`src/rtl/resync_cmd_decoder_if.sv`:
```
// Bundles the ReSync command line, channel mask and all decoded reset/calibration outputs.
// No storage; pure signal grouping. No backpressure: every output is a level or a one-cycle strobe.
interface resync_cmd_decoder_if #(
    parameter int NCH      = 2,
    parameter int CMD_BITS = 4,
    parameter int ERR_W    = 8
);
    logic                ReSync;
    logic [NCH-1:0]      ChMask;
    logic [NCH-1:0]      AdcRst_b;
    logic [NCH-1:0]      AdcCal;
    logic                DtuRst_b;
    logic                I2cRst_b;
    logic                AtuRst_b;
    logic                SyncPulse;
    logic                CmdValid;
    logic [CMD_BITS-1:0] CmdCode;
    logic                CmdErr;
    logic [ERR_W-1:0]    ErrCnt;

    modport master (
        output ReSync, ChMask,
        input  AdcRst_b, AdcCal, DtuRst_b, I2cRst_b, AtuRst_b,
        input  SyncPulse, CmdValid, CmdCode, CmdErr, ErrCnt
    );

    modport slave (
        input  ReSync, ChMask,
        output AdcRst_b, AdcCal, DtuRst_b, I2cRst_b, AtuRst_b,
        output SyncPulse, CmdValid, CmdCode, CmdErr, ErrCnt
    );
endinterface

```
`src/rtl/resync_cmd_decoder.sv`:
```
// Decodes framed ReSync commands (start, code MSB first, even parity) into stretched reset/cal pulses.
// Latency: strobes and pulse starts one cycle after the parity bit is sampled; all outputs registered.
// No backpressure: frames are accepted back-to-back with zero gap; retrigger reloads the full pulse length.
module resync_cmd_decoder #(
    parameter int NCH      = 2,
    parameter int CMD_BITS = 4,
    parameter int RST_LEN  = 8,
    parameter int CAL_LEN  = 4,
    parameter int ERR_W    = 8
) (
    input  logic                    clock,
    input  logic                    rst_b,
    resync_cmd_decoder_if.slave     bus
);
    localparam int RW = $clog2(RST_LEN + 1);
    localparam int CW = $clog2(CAL_LEN + 1);
    localparam int BW = $clog2(CMD_BITS + 1);
    // Reset counter slots: [NCH-1:0] ADC channels, then DTU, I2C, ATU.
    localparam int NRST = NCH + 3;
    localparam int I_DTU = NCH;
    localparam int I_I2C = NCH + 1;
    localparam int I_ATU = NCH + 2;

    typedef enum logic [1:0] {
        S_IDLE   = 2'd0,
        S_SHIFT  = 2'd1,
        S_PARITY = 2'd2
    } state_e;

    state_e                     state_q, state_d;
    logic [BW-1:0]              bit_cnt_q, bit_cnt_d;
    logic [CMD_BITS-1:0]        shift_q, shift_d;
    logic [NRST-1:0][RW-1:0]    rst_cnt_q, rst_cnt_d;
    logic [NCH-1:0][CW-1:0]     cal_cnt_q, cal_cnt_d;
    logic                       cmd_valid_q, cmd_valid_d;
    logic                       cmd_err_q, cmd_err_d;
    logic                       sync_q, sync_d;
    logic [CMD_BITS-1:0]        cmd_code_q, cmd_code_d;
    logic [ERR_W-1:0]           err_cnt_q, err_cnt_d;

    logic [NRST-1:0]            ld_rst;
    logic [NCH-1:0]             ld_cal;
    logic [3:0]                 code_lo;
    logic                       hi_zero;
    logic                       par_ok;
    logic                       code_ok;
    logic [NCH-1:0]             adc_rst_b;
    logic [NCH-1:0]             adc_cal;

    // State register
    always_ff @(posedge clock or negedge rst_b) begin
        if (!rst_b) begin
            state_q <= S_IDLE;
        end else begin
            state_q <= state_d;
        end
    end

    // Next-state logic
    always_comb begin
        state_d = state_q;
        case (state_q)
            S_IDLE:   if (bus.ReSync) state_d = S_SHIFT;
            S_SHIFT:  if (bit_cnt_q == BW'(CMD_BITS - 1)) state_d = S_PARITY;
            S_PARITY: state_d = S_IDLE;
            default:  state_d = S_IDLE;
        endcase
    end

    assign code_lo = shift_q[3:0];
    assign hi_zero = ((shift_q >> 4) == '0);
    // Even parity: the code bits plus the parity bit must hold an even number of ones.
    assign par_ok  = ~(^{shift_q, bus.ReSync});
    assign code_ok = hi_zero && (code_lo inside {[4'h1:4'h6], 4'hF});

    // Output/decode logic
    always_comb begin
        bit_cnt_d   = bit_cnt_q;
        shift_d     = shift_q;
        cmd_valid_d = 1'b0;
        cmd_err_d   = 1'b0;
        sync_d      = 1'b0;
        ld_rst      = '0;
        ld_cal      = '0;
        case (state_q)
            S_IDLE: begin
                bit_cnt_d = '0;
                shift_d   = '0;
            end
            S_SHIFT: begin
                bit_cnt_d = bit_cnt_q + BW'(1);
                shift_d   = {shift_q[CMD_BITS-2:0], bus.ReSync};
            end
            S_PARITY: begin
                if (par_ok && code_ok) begin
                    cmd_valid_d = 1'b1;
                    case (code_lo)
                        4'h1:    ld_rst[I_DTU] = 1'b1;
                        4'h2:    ld_rst[I_I2C] = 1'b1;
                        4'h3:    ld_rst[I_ATU] = 1'b1;
                        4'h4:    ld_rst[NCH-1:0] = bus.ChMask;
                        4'h5:    ld_cal = bus.ChMask;
                        4'h6:    sync_d = 1'b1;
                        4'hF:    ld_rst = '1;
                        default: ;
                    endcase
                end else begin
                    cmd_err_d = 1'b1;
                end
            end
            default: ;
        endcase
    end

    // Pulse counters: a load always wins over the decrement, so retrigger never opens a gap.
    always_comb begin
        rst_cnt_d = rst_cnt_q;
        cal_cnt_d = cal_cnt_q;
        for (int i = 0; i < NRST; i++) begin
            if (ld_rst[i]) begin
                rst_cnt_d[i] = RW'(RST_LEN);
            end else if (rst_cnt_q[i] != '0) begin
                rst_cnt_d[i] = rst_cnt_q[i] - RW'(1);
            end
        end
        for (int i = 0; i < NCH; i++) begin
            if (ld_cal[i]) begin
                cal_cnt_d[i] = CW'(CAL_LEN);
            end else if (cal_cnt_q[i] != '0) begin
                cal_cnt_d[i] = cal_cnt_q[i] - CW'(1);
            end
        end
    end

    always_comb begin
        cmd_code_d = cmd_valid_d ? shift_q : cmd_code_q;
        err_cnt_d  = err_cnt_q;
        if (cmd_err_d && (err_cnt_q != '1)) begin
            err_cnt_d = err_cnt_q + ERR_W'(1);
        end
    end

    always_ff @(posedge clock or negedge rst_b) begin
        if (!rst_b) begin
            bit_cnt_q   <= '0;
            shift_q     <= '0;
            rst_cnt_q   <= {NRST{RW'(RST_LEN)}};
            cal_cnt_q   <= '0;
            cmd_valid_q <= 1'b0;
            cmd_err_q   <= 1'b0;
            sync_q      <= 1'b0;
            cmd_code_q  <= '0;
            err_cnt_q   <= '0;
        end else begin
            bit_cnt_q   <= bit_cnt_d;
            shift_q     <= shift_d;
            rst_cnt_q   <= rst_cnt_d;
            cal_cnt_q   <= cal_cnt_d;
            cmd_valid_q <= cmd_valid_d;
            cmd_err_q   <= cmd_err_d;
            sync_q      <= sync_d;
            cmd_code_q  <= cmd_code_d;
            err_cnt_q   <= err_cnt_d;
        end
    end

    always_comb begin
        adc_rst_b = '0;
        adc_cal   = '0;
        for (int i = 0; i < NCH; i++) begin
            adc_rst_b[i] = (rst_cnt_q[i] == '0);
            adc_cal[i]   = (cal_cnt_q[i] != '0);
        end
    end

    assign bus.AdcRst_b  = adc_rst_b;
    assign bus.AdcCal    = adc_cal;
    assign bus.DtuRst_b  = (rst_cnt_q[I_DTU] == '0);
    assign bus.I2cRst_b  = (rst_cnt_q[I_I2C] == '0);
    assign bus.AtuRst_b  = (rst_cnt_q[I_ATU] == '0);
    assign bus.SyncPulse = sync_q;
    assign bus.CmdValid  = cmd_valid_q;
    assign bus.CmdCode   = cmd_code_q;
    assign bus.CmdErr    = cmd_err_q;
    assign bus.ErrCnt    = err_cnt_q;

endmodule

```
`src/flat_wrapper.sv`:
```
// flat-port wrapper written by rule: the top's interface ports become plain ports
module resync_cmd_decoder_flat 
#(
    parameter int NCH      = 2,
    parameter int CMD_BITS = 4,
    parameter int RST_LEN  = 8,
    parameter int CAL_LEN  = 4,
    parameter int ERR_W    = 8
)
  (clock, rst_b, bus_ReSync, bus_ChMask, bus_AdcRst_b, bus_AdcCal, bus_DtuRst_b, bus_I2cRst_b, bus_AtuRst_b, bus_SyncPulse, bus_CmdValid, bus_CmdCode, bus_CmdErr, bus_ErrCnt);
  resync_cmd_decoder_if #(.NCH(NCH), .CMD_BITS(CMD_BITS), .ERR_W(ERR_W)) bus_i ();
  input  logic clock;
  input  logic rst_b;
  input wire logic [$bits(bus_i.ReSync)-1:0] bus_ReSync;
  input wire logic [$bits(bus_i.ChMask)-1:0] bus_ChMask;
  output wire logic [$bits(bus_i.AdcRst_b)-1:0] bus_AdcRst_b;
  output wire logic [$bits(bus_i.AdcCal)-1:0] bus_AdcCal;
  output wire logic [$bits(bus_i.DtuRst_b)-1:0] bus_DtuRst_b;
  output wire logic [$bits(bus_i.I2cRst_b)-1:0] bus_I2cRst_b;
  output wire logic [$bits(bus_i.AtuRst_b)-1:0] bus_AtuRst_b;
  output wire logic [$bits(bus_i.SyncPulse)-1:0] bus_SyncPulse;
  output wire logic [$bits(bus_i.CmdValid)-1:0] bus_CmdValid;
  output wire logic [$bits(bus_i.CmdCode)-1:0] bus_CmdCode;
  output wire logic [$bits(bus_i.CmdErr)-1:0] bus_CmdErr;
  output wire logic [$bits(bus_i.ErrCnt)-1:0] bus_ErrCnt;
  assign bus_i.ReSync = bus_ReSync;
  assign bus_i.ChMask = bus_ChMask;
  assign bus_AdcRst_b = bus_i.AdcRst_b;
  assign bus_AdcCal = bus_i.AdcCal;
  assign bus_DtuRst_b = bus_i.DtuRst_b;
  assign bus_I2cRst_b = bus_i.I2cRst_b;
  assign bus_AtuRst_b = bus_i.AtuRst_b;
  assign bus_SyncPulse = bus_i.SyncPulse;
  assign bus_CmdValid = bus_i.CmdValid;
  assign bus_CmdCode = bus_i.CmdCode;
  assign bus_CmdErr = bus_i.CmdErr;
  assign bus_ErrCnt = bus_i.ErrCnt;
  resync_cmd_decoder #(.NCH(NCH), .CMD_BITS(CMD_BITS), .RST_LEN(RST_LEN), .CAL_LEN(CAL_LEN), .ERR_W(ERR_W)) u_core (.clock(clock), .rst_b(rst_b), .bus(bus_i));
endmodule
```
`config.mk`:
```
export PLATFORM = sky130hd
export DESIGN_NAME = resync_cmd_decoder_flat
export DESIGN_NICKNAME = d
export VERILOG_FILES = /design/src/rtl/resync_cmd_decoder_if.sv /design/src/rtl/resync_cmd_decoder.sv /design/src/flat_wrapper.sv
export SDC_FILE = /design/constraint.sdc
export NUM_CORES = 1
export LEC_CHECK = 0
export CAP_MARGIN = 30
export CELL_PAD_IN_SITES_DETAIL_PLACEMENT = 1
export CELL_PAD_IN_SITES_GLOBAL_PLACEMENT = 1
export CORE_AREA = 2 2 74 111
export CTS_CLUSTER_DIAMETER = 150
export DETAILED_ROUTE_END_ITERATION = 6
export DIE_AREA = 0 0 76 113
export PLACE_DENSITY = 0.61
export SLEW_MARGIN = 0
export SYNTH_ARGS = -nofsm -noshare
export SYNTH_HDL_FRONTEND = slang
export SYNTH_SLANG_ARGS = --single-unit
```
`constraint.sdc`:
```
create_clock -name clock -period 1.96 [get_ports clock]
set_input_delay 0.392 -clock clock [delete_from_list [all_inputs] [get_ports clock]]
set_output_delay 0.392 -clock clock [all_outputs]
set_load 0.02 [all_outputs]
```
Word-level counts from Yosys, hierarchy flattened
Cells that the tools add are included.
Word-level totals
  register bits after elaboration: 50
  input port bits: 5
  output and inout bits: 22
  word-level logic and storage cells: 105
Operators by class
  add/subtract/negate cells: 9
  $lt $le $gt $ge: 2
  equal/unequal tests: 13
  multiplexer cells: 35
  bitwise operators: 1
  reduce and logical (&&, ||, !) cells: 30
Operators with widths (number)
  4-bit 2-to-1 mux: 10
  4-bit zero test: 5
  4-bit nonzero test: 5
  4-bit by 1-bit subtractor with 4-bit output (second input constant): 5
  2-bit nonzero test: 9
  4-bit by 3-bit == test with 1-bit output (second input constant): 3
  3-bit 2-to-1 mux: 4
  1-bit 2-to-1 mux: 10
  2-bit 2-to-1 mux: 5
  5-bit 2-to-1 mux: 2
  8-bit by 1-bit adder with 8-bit output (second input constant): 1
  4-bit by 2-bit == test with 1-bit output (second input constant): 2
  8-bit != test (second input constant): 1
  2-bit case mux with 2 select lines: 2
  4-bit case mux with 2 select lines: 1
  3-bit case mux with 2 select lines: 1
  3-bit nonzero test: 2
  2-bit OR reduction: 3
  3-bit by 1-bit subtractor with 3-bit output (second input constant): 2
  5-bit parity: 1
  4-bit by 1-bit == test with 1-bit output (second input constant): 1
  4-bit == test (second input constant): 1
  4-bit by 1-bit >= comparator with 1-bit output (second input constant): 1
  4-bit by 3-bit less-or-equal comparator with 1-bit output (second input constant): 1
  other kinds (10): 12

Logic depth before layout (Yosys ltp)
Gate-level depths: netlist of the first run.
  depth after elaboration: 7
  gate-level depth with buffers: 6
  gate-level depth less buffers: 6

Worst setup path after synthesis of the first run
Ideal clock, no wire load.
  path kind: reg-to-output
  start: register u_core.rst_cnt_q[4] (netlist bit)
  end: output bus_AdcRst_b[1]
  arrival time: 1.355 ns
  data required time: 1.568 ns
  path slack: 0.213 ns
  cell stages (with the launch flop): 4
  path buffers: 0
  path through: dfrtp_1 > inv_1 > ha_1 > nor3b_1
On the way
  cells in the longest elaborated chain, start to end: 1
Ends and longest elaborated chain
  start: declaration: line resync_cmd_decoder.sv:33  | logic [NRST-1:0][RW-1:0] rst_cnt_q, rst_cnt_d;
  start signal: assignment: line resync_cmd_decoder.sv:147  | rst_cnt_q <= {NRST{RW'(RST_LEN)}};
  start signal: assignment: line resync_cmd_decoder.sv:157  | rst_cnt_q <= rst_cnt_d;
  4-bit zero test: line resync_cmd_decoder.sv:171  | adc_rst_b[i] = (rst_cnt_q[i] == '0);
  end: declaration: line flat_wrapper.sv:16  | output wire logic [$bits(bus_i.AdcRst_b)-1:0] bus_AdcRst_b;
Every way passes these cells.

Final worst setup path of the first run
  start: input bus_ReSync
  end: register u_core.rst_cnt_q[0] (netlist bit)
On the way
  cells in the longest elaborated chain, start to end: 6
  elaborated cells between the ends (all ways): 7
  classes of those cells: 3 x mux; 1 x bitwise; 3 x reduce/logical
Ends and longest elaborated chain
  start: declaration: line flat_wrapper.sv:14  | input wire logic [$bits(bus_i.ReSync)-1:0] bus_ReSync;
  5-bit parity (*): line resync_cmd_decoder.sv:73  | assign par_ok = ~(^{shift_q, bus.ReSync});
  1-bit NOT (*): line resync_cmd_decoder.sv:73
  1-bit logical AND (*): line resync_cmd_decoder.sv:95  | if (par_ok && code_ok) begin
  5-bit 2-to-1 mux (*): line resync_cmd_decoder.sv:95
  5-bit 2-to-1 mux (*): line resync_cmd_decoder.sv:85  | case (state_q)
  4-bit 2-to-1 mux / 2-bit nonzero test (equally long branches)
Every way passes the cells marked *; elsewhere a longest branch is shown, timed or not.
A chain may end at the register's enable or synchronous reset.

==> qor.csv, run 1 <==
stage;metric;value;unit
timing;Final Max Slew Viols;0;
clock_tree;H-tree depth;2;
clock_tree;CTS sink count;50;
synthesis;Netlist cell types;49;
synthesis;post-synthesis average cell area;10.1;um2
clock_tree;CTS root buf;clkbuf_16;
timing;setup_tns;0;ps
worst_setup_path;Setup crit end;u_core.rst_cnt_q[0];
worst_setup_path;CP startpoint;bus_ReSync;
clock_tree;Clock Latency Late Sink;290;ps
drt;Vias/cell;4.77;
timing;Setup Viol. Count Final;0;
finish;share of cells above drive strength 1;17.3;%
drt;Pre-antenna DRT Iters;3;
placed_design;port bufs;26;
finish;Layout area overhead;28.5;%
worst_setup_path;RR Startpoint;u_core.code_lo[2];
clock_tree;Post-CTS Setup Repair Bufs;0;
timing;Peak Freq;541;MHz
synthesis;Post-Syn Nets;273;
clock_tree;Clock Pin Slew Worst Setup and Hold Paths;70;ps
synthesis;top_reg_cell synth;dfrtp_1;
power_and_ir_drop;peak supply drop;0.684;mV
drt;Vias;1952;
synthesis;compound-cell area share of the yosys netlist;12.2;%
finish;final net count;323;
synthesis;Post-Synth Simple-Gate Area;20.9;%
worst_setup_path;WP data arrival;2030;ps
finish;Final Cell Area;0.00331;mm2
synthesis;Syn Inst Count;256;
synthesis;main combinational cell family by area after synthesis;simple AND/OR/NAND/NOR gates;
global_routing;GRT Util Overall;14.1;%
drt;antenna-violating nets left;0;
global_routing;initial antenna violation count;0;
synthesis;area share of fa/ha/maj cells after synthesis;5.82;%
timing;WHS;83.5;ps
synthesis;EDFF count, synth;0;
power_and_ir_drop;Tot Pwr;5.12;mW
floorplanning;Starting Density;34.1;%
global_routing;first-pass GRT wire length;9.76;mm
floorplanning;width of the chip;76;um
synthesis;post-synthesis mux area share;2.28;%
worst_setup_path;Critical Path End Type;flip-flop;
worst_setup_path;CP required;2140;ps
timing;RSZ-0062 raised after global routing;false;
clock_tree;Num CTS Buffers;5;
floorplanning;site row count;39;
drt;Wirelength per Cell;13.2;um
synthesis;sequential share of the synthesized area;48.8;%
run_status;status;finished, final reports clean;
placed_design;Area after DPL;0.00311;mm2
global_routing;vias in the first global route;2086;
drt;Total Wirelength;5.41;mm
synthesis;FFs w/ async S/R, synth;100;%
floorplanning;Core ar.;0.00756;mm2
hold_path;Tightest Hold Check Type;primary input to async pin;
worst_setup_path;CP Class;primary input to flip-flop;
synthesis;FF+latch count, synth;50;
floorplanning;Die ar.;0.00859;mm2
finish;# fillers;859;
worst_setup_path;FF-to-FF End;u_core.bus.CmdCode[1];
clock_tree;clk buf depth;2;
floorplanning;DIE HEIGHT;113;um
worst_setup_path;cells on worst reg2reg path;6;
timing;clk_skew;7.42;ps
synthesis;Syn. warnings;0;
worst_setup_path;Crit Path Max Fanout;5;
timing;Slew @ Worst Pin;286;ps
timing;period utilisation layout;94.4;%
placed_design;Final Wtd Congestion;0.765;
drt;1st-iter DRT viols;43;
synthesis;xor-xnor portion of the synthesized cell area;5.09;%
synthesis;synthesized cell area;0.00258;mm2
global_routing;GR Overflow Total;0;
power_and_ir_drop;power per cell area;1550;mW/mm2
worst_setup_path;r2r setup slk;190;ps
clock_tree;CTS tree;yes;
timing;worst relative slew slack;80.9;%
job;Max Cap Viol;0;
floorplanning;I/O Pins;27;
finish;Ant. Diodes;0;
timing;final hold vios;0;
power_and_ir_drop;leakage;1.61;nW
placed_design;hpwl dp;4.09;mm
timing;fin crit period;1850;ps
global_routing;pin count of the biggest net entering global routing;51;
worst_setup_path;CP startpoint kind;primary input;
drt;DR DRC count;0;
[where the power goes]
group,leakage (nW),internal [mW],total [mW],switching (mW)
combinational,0.890,1.08,2.18,1.09
sequential,0.625,1.47,1.81,0.338
clock,0.0971,0.766,1.14,0.374
[routing by layer]
metal	GRT usage (%)	wire, um	up-vias
met1	15.3	2270	964
met2	26.5	2920	16
met4	5.82	98	0
met5	0	0	-
li1	-	-	967
met3	2.95	120	5
[layout by cell type (no fill, tap or decap), types with 6 or more instances in the layout]
cell,n
a211o_1,7
a21oi_1,8
buf_4,23
clkdlybuf4s50_1,18
dfrtp_1,45
ha_1,12
inv_1,23
nand2_1,22
nand2b_1,10
nor2_1,26
nor3_1,9
o21ai_0,6
xnor2_1,7
xor2_1,8
[cells in the mapped netlist (3+ instances only)]
cell type	instances	share of area, %
or3_1	5	1.2
xnor2_1	7	2.4
ha_1	12	5.8
a211o_1	7	2.4
dfrtp_1	45	44
nand2_1	22	3.2
nor2b_1	5	1.2
inv_1	23	3.3
xor2_1	8	2.7
a21oi_1	8	1.6
nor3_1	9	1.7
o21ai_0	6	1.2
nor2_1	26	3.8
nand2b_1	10	2.4
nand3_1	4	0.78
nor3b_1	4	1.2
a211oi_1	5	1.5
mux2_2	3	1.3
nand3b_1	5	1.5
dfstp_2	5	5.1
clkbuf_1	3	0.44
[worst min-delay path by stage]
stage	startpoint	endpoint	slack, ps	cells after the start
finish	rst_b	u_core.rst_cnt_q[17]	80	2
global route	rst_b	u_core.rst_cnt_q[17]	100	2
CTS	rst_b	u_core.rst_cnt_q[17]	90	2
detailed placement	rst_b	u_core.rst_cnt_q[17]	410	2
global placement	rst_b	u_core.bus.ErrCnt[0]	410	2
floorplan	rst_b	u_core.bit_cnt_q[0]	100	0
[cell families (layout without fill, tap and decap cells)]
logic type                 after synthesis  in the layout
muxes                                    5              5
AOI/OAI and AO/OA                       42             42
adders and majority gates               12             12
and+or+nand+nor                        102            102
xor gates and xnor gates                15             15
DFF                                     50             50
buffers and inverters                   30             81
[area by class of cell]
class / instances / area [um2] / share of cell area [%]
inverters: 23 / 86.3 / 2.61
well taps: 102 / 128 / 3.85
clock buffers: 6 / 139 / 4.19
repair buffers: 50 / 437 / 13.2
flip-flops and latches: 50 / 1260 / 38.0
multi-input cells: 176 / 1210 / 36.4
clock inverters: 2 / 60.1 / 1.81
[registers in the layout, indices dropped and copies added (netlist names)]
| signal | cells |
|---|---|
| u_core.rst_cnt_q | 20 |
| u_core.bus.CmdErr | 1 |
| u_core.bus.CmdValid | 1 |
| u_core.bus.SyncPulse | 1 |
| u_core.bus.CmdCode | 4 |
| u_core.code_lo | 4 |
| u_core.state_q | 2 |
| u_core.bit_cnt_q | 3 |
| u_core.bus.ErrCnt | 8 |
| u_core.cal_cnt_q | 6 |
[through the flow]
step                utilization, %  setup WS [ps]  instances
global route                  43.8           3.33        409
detailed placement            41.2           -211        401
CTS                           43.8           50.4        409
finish                        43.8            110        409
floorplan                        -            213        256
global placement              41.2           -184        401
[worst max-delay path, stage by stage]
cell and delay, ps:
clkdlybuf4s50_1 460, and3b_1 320, nand2_1 110, a21o_1 230, a211o_1 350, and2_1 160
[repair_timing]
| action | in CTS | in global routing |
|---|---|---|
| resized for setup | 8 | 4 |
| pin swaps | 0 | 1 |
| hold buffers | 0 | 0 |
| endpoints found under the setup margin | 7 | 3 |
No activity file was read; power rests on OpenSTA's default activity.
==> inputs of run 2 (changes only) <==
--- a/config.mk
+++ b/config.mk
@@ -12,6 +12,7 @@
 export CTS_CLUSTER_DIAMETER = 150
 export DETAILED_ROUTE_END_ITERATION = 6
 export DIE_AREA = 0 0 76 113
+export HOLD_SLACK_MARGIN = 0.08
 export PLACE_DENSITY = 0.61
 export SLEW_MARGIN = 0
 export SYNTH_ARGS = -nofsm -noshare
==> results of run 2 <==
Same layout as run 1: the final DEF is identical, and so are final timing and power.
==> inputs of run 3 (changes only) <==
--- a/config.mk
+++ b/config.mk
@@ -8,12 +8,14 @@
 export CAP_MARGIN = 30
 export CELL_PAD_IN_SITES_DETAIL_PLACEMENT = 1
 export CELL_PAD_IN_SITES_GLOBAL_PLACEMENT = 1
-export CORE_AREA = 2 2 74 111
+export CORE_AREA = 8 8 80 117
+export CTS_BUF_LIST = sky130_fd_sc_hd__clkbuf_4 sky130_fd_sc_hd__clkbuf_8 sky130_fd_sc_hd__clkbuf_16
 export CTS_CLUSTER_DIAMETER = 150
 export DETAILED_ROUTE_END_ITERATION = 6
-export DIE_AREA = 0 0 76 113
+export DIE_AREA = 0 0 88 125
 export HOLD_SLACK_MARGIN = 0.08
 export PLACE_DENSITY = 0.61
+export SETUP_SLACK_MARGIN = 0.15
 export SLEW_MARGIN = 0
 export SYNTH_ARGS = -nofsm -noshare
 export SYNTH_HDL_FRONTEND = slang
==> run 3 against run 2 <==
Die area grew 28%; sequential share of layout area about the same; clock-buffer cell count is 1 higher; first-iteration DRC count up 91%; sequential cell count stayed put; final cell count increased by 1.7%; critical path depth decreased by 5; total power shrank 3.3%; register-to-register slack gained 70 ps; critical path type is now flip-flop to output port.
==> qor.csv, run 3 (synthesis results as in run 1) <==
stage;metric;value;unit;change
worst_setup_path;r2r setup slk;260;ps;+70 ps
drt;Vias;1951;;-0.051%
floorplanning;site row count;40;;+2.6%
worst_setup_path;FF-to-FF End;u_core.bus.CmdCode[0];;
timing;period utilisation layout;89.2;%;-5.1 points
worst_setup_path;cells on worst reg2reg path;6;;unchanged
drt;1st-iter DRT viols;82;;+91%
drt;Vias/cell;4.69;;-1.7%
timing;WHS;67.0;ps;-16.5 ps
worst_setup_path;CP startpoint kind;flip-flop;;
worst_setup_path;WP data arrival;1360;ps;-670 ps
finish;leading cell type in the layout, fill and taps excluded;dfrtp_1;;
power_and_ir_drop;leakage;1.60;nW;-0.47%
worst_setup_path;CP max stage delay;640;ps;+180 ps
timing;fin crit period;1750;ps;-101 ps
timing;worst relative slew slack;67.1;%;-14 points
global_routing;initial antenna violation count;0;;unchanged
clock_tree;CTS sink count;50;;unchanged
worst_setup_path;critical path depth;1;;-5
finish;Layout area overhead;28.5;%;about the same
clock_tree;Clock Latency Late Sink;290;ps;about the same
timing;Slew @ Worst Pin;493;ps;+207 ps
floorplanning;I/O Pins;27;;unchanged
worst_setup_path;CP startpoint;u_core.bus.ErrCnt[3];;
worst_setup_path;Setup crit end;bus_ErrCnt[3];;
placed_design;pre-CTS setup slack;-232;ps;-21.4 ps
finish;Top reg by flops;u_core.rst_cnt_q;;
finish;max reg flops;20;;unchanged
clock_tree;Clock Pin Slew Worst Setup and Hold Paths;60;ps;about the same
worst_setup_path;WP buf/inv;1;;unchanged
timing;final hold vios;0;;unchanged
floorplanning;width of the chip;88;um;+16%
power_and_ir_drop;peak supply drop;0.753;mV;+10%
floorplanning;Core ar.;0.00776;mm2;+2.6%
job;Max Cap Viol;0;;unchanged
clock_tree;Num CTS Buffers;5;;unchanged
placed_design;Final Wtd Congestion;0.722;;-5.6%
worst_setup_path;Critical Path End Type;output port;;
finish;share of cells above drive strength 1;21.9;%;+4.6 points
worst_setup_path;RR Startpoint;u_core.code_lo[2];;
floorplanning;DIE HEIGHT;125;um;+11%
drt;Wirelength per Cell;13.4;um;+1.6%
global_routing;vias in the first global route;2087;;+0.048%
worst_setup_path;CP Class;flip-flop to output port;;
placed_design;hpwl dp;4.35;mm;+6.4%
finish;Ant. Diodes;0;;unchanged
drt;Pre-antenna DRT Iters;4;;+1
worst_setup_path;Crit-path slowest cell;clkdlybuf4s50_1;;
global_routing;GR Overflow Total;0;;unchanged
placed_design;port bufs;26;;unchanged
finish;final net count;327;;+1.2%
worst_setup_path;delay-heaviest family, CP;buffers and inverters;;
clock_tree;H-tree depth;2;;unchanged
drt;DR DRC count;0;;unchanged
timing;RSZ-0062 raised after global routing;false;;
global_routing;pin count of the biggest net entering global routing;23;;-55%
timing;Peak Freq;572;MHz;+5.7%
worst_setup_path;CP required;1570;ps;-570 ps
drt;Total Wirelength;5.59;mm;+3.4%
clock_tree;CTS tree;yes;;
timing;Setup Viol. Count Final;0;;unchanged
hold_path;Tightest Hold Check Type;primary input to async pin;;
power_and_ir_drop;power per cell area;1490;mW/mm2;-3.3%
timing;final setup margin;211;ps;+101 ps
clock_tree;CTS root buf;clkbuf_16;;
floorplanning;Die ar.;0.0110;mm2;+28%
global_routing;first-pass GRT wire length;9.73;mm;-0.28%
worst_setup_path;cell chain of the critical path;clkdlybuf4s50_1;;
timing;clk_skew;4.40;ps;-3.02 ps
clock_tree;cts hold-fix bufs;0;;unchanged
clock_tree;clk buf depth;2;;unchanged
worst_setup_path;Crit Path Max Fanout;6;;+1
finish;most frequent cells in the layout;45 x dfrtp_1, 29 x buf_4, 26 x nor2_1;;
drt;antenna-violating nets left;0;;unchanged
timing;Final Max Slew Viols;0;;unchanged
run_status;status;finished, final reports clean;;
global_routing;GRT Util Overall;11.0;%;-3.1 points
floorplanning;Starting Density;33.2;%;-0.85 points
run 3: how the worst min path moves through the flow:
stage	from	to	slack (ps)
after floorplan	rst_b	u_core.bit_cnt_q[0]	100
after global placement	rst_b	u_core.bus.ErrCnt[5]	390
after detailed placement	rst_b	u_core.rst_cnt_q[0]	390
after CTS	rst_b	u_core.bus.ErrCnt[2]	90
after global routing	rst_b	u_core.bus.ErrCnt[2]	110
final	rst_b	u_core.bus.ErrCnt[2]	70
run 3: where the power goes:
part | internal (mW) | switching, mW
Combinational | 1.15 | 1.13
Sequential | 1.47 | 0.329
Clock | 0.520 | 0.355
run 3: final cells by class:
type	instances	area, um2
Fill cell	891	4440
Multi-Input combinational cell	176	1230
Timing Repair Buffer	54	454
Sequential cell	50	1260
Inverter	23	86.3
Tap cell	105	131
Clock inverter	1	5.00
Clock buffer	7	146
run 3: metal layers:
metal  global-route usage, %  vias to the layer above  part of all wire, %
met5                       0                        -                    0
met4                    4.28                        0                  1.6
met3                    2.10                        7                  2.0
met2                    19.5                       15                   54
met1                    12.2                      956                   42
li1                        -                      973                    -
run 3: worst register-to-register path, delay by kind of cell, from the launching register on:
kind | cells | cell delay, ps
mux | 1 | 350
buf+inv | 1 | 140
simple gates | 2 | 410
flops | 1 | 440
compound gates | 2 | 230
run 3: timing repair:
| action | 4_1_cts | 5_1_grt |
|---|---|---|
| endpoints found under the setup margin | 23 | 10 |
| buffers inserted | 0 | 1 |
| gates resized for setup | 23 | 10 |
run 3: metrics by stage:
stage	TNS (ps)	total power, mW	cell area, um2	std cells	util (%)
floorplan	0	3.29	2580	256	-
global placement	-3230	4.00	3130	407	40.3
finish	0	4.95	3310	416	42.7
CTS	0	4.98	3290	415	42.4
detailed placement	-4050	4.09	3130	407	40.3
global route	0	5.38	3310	416	42.7
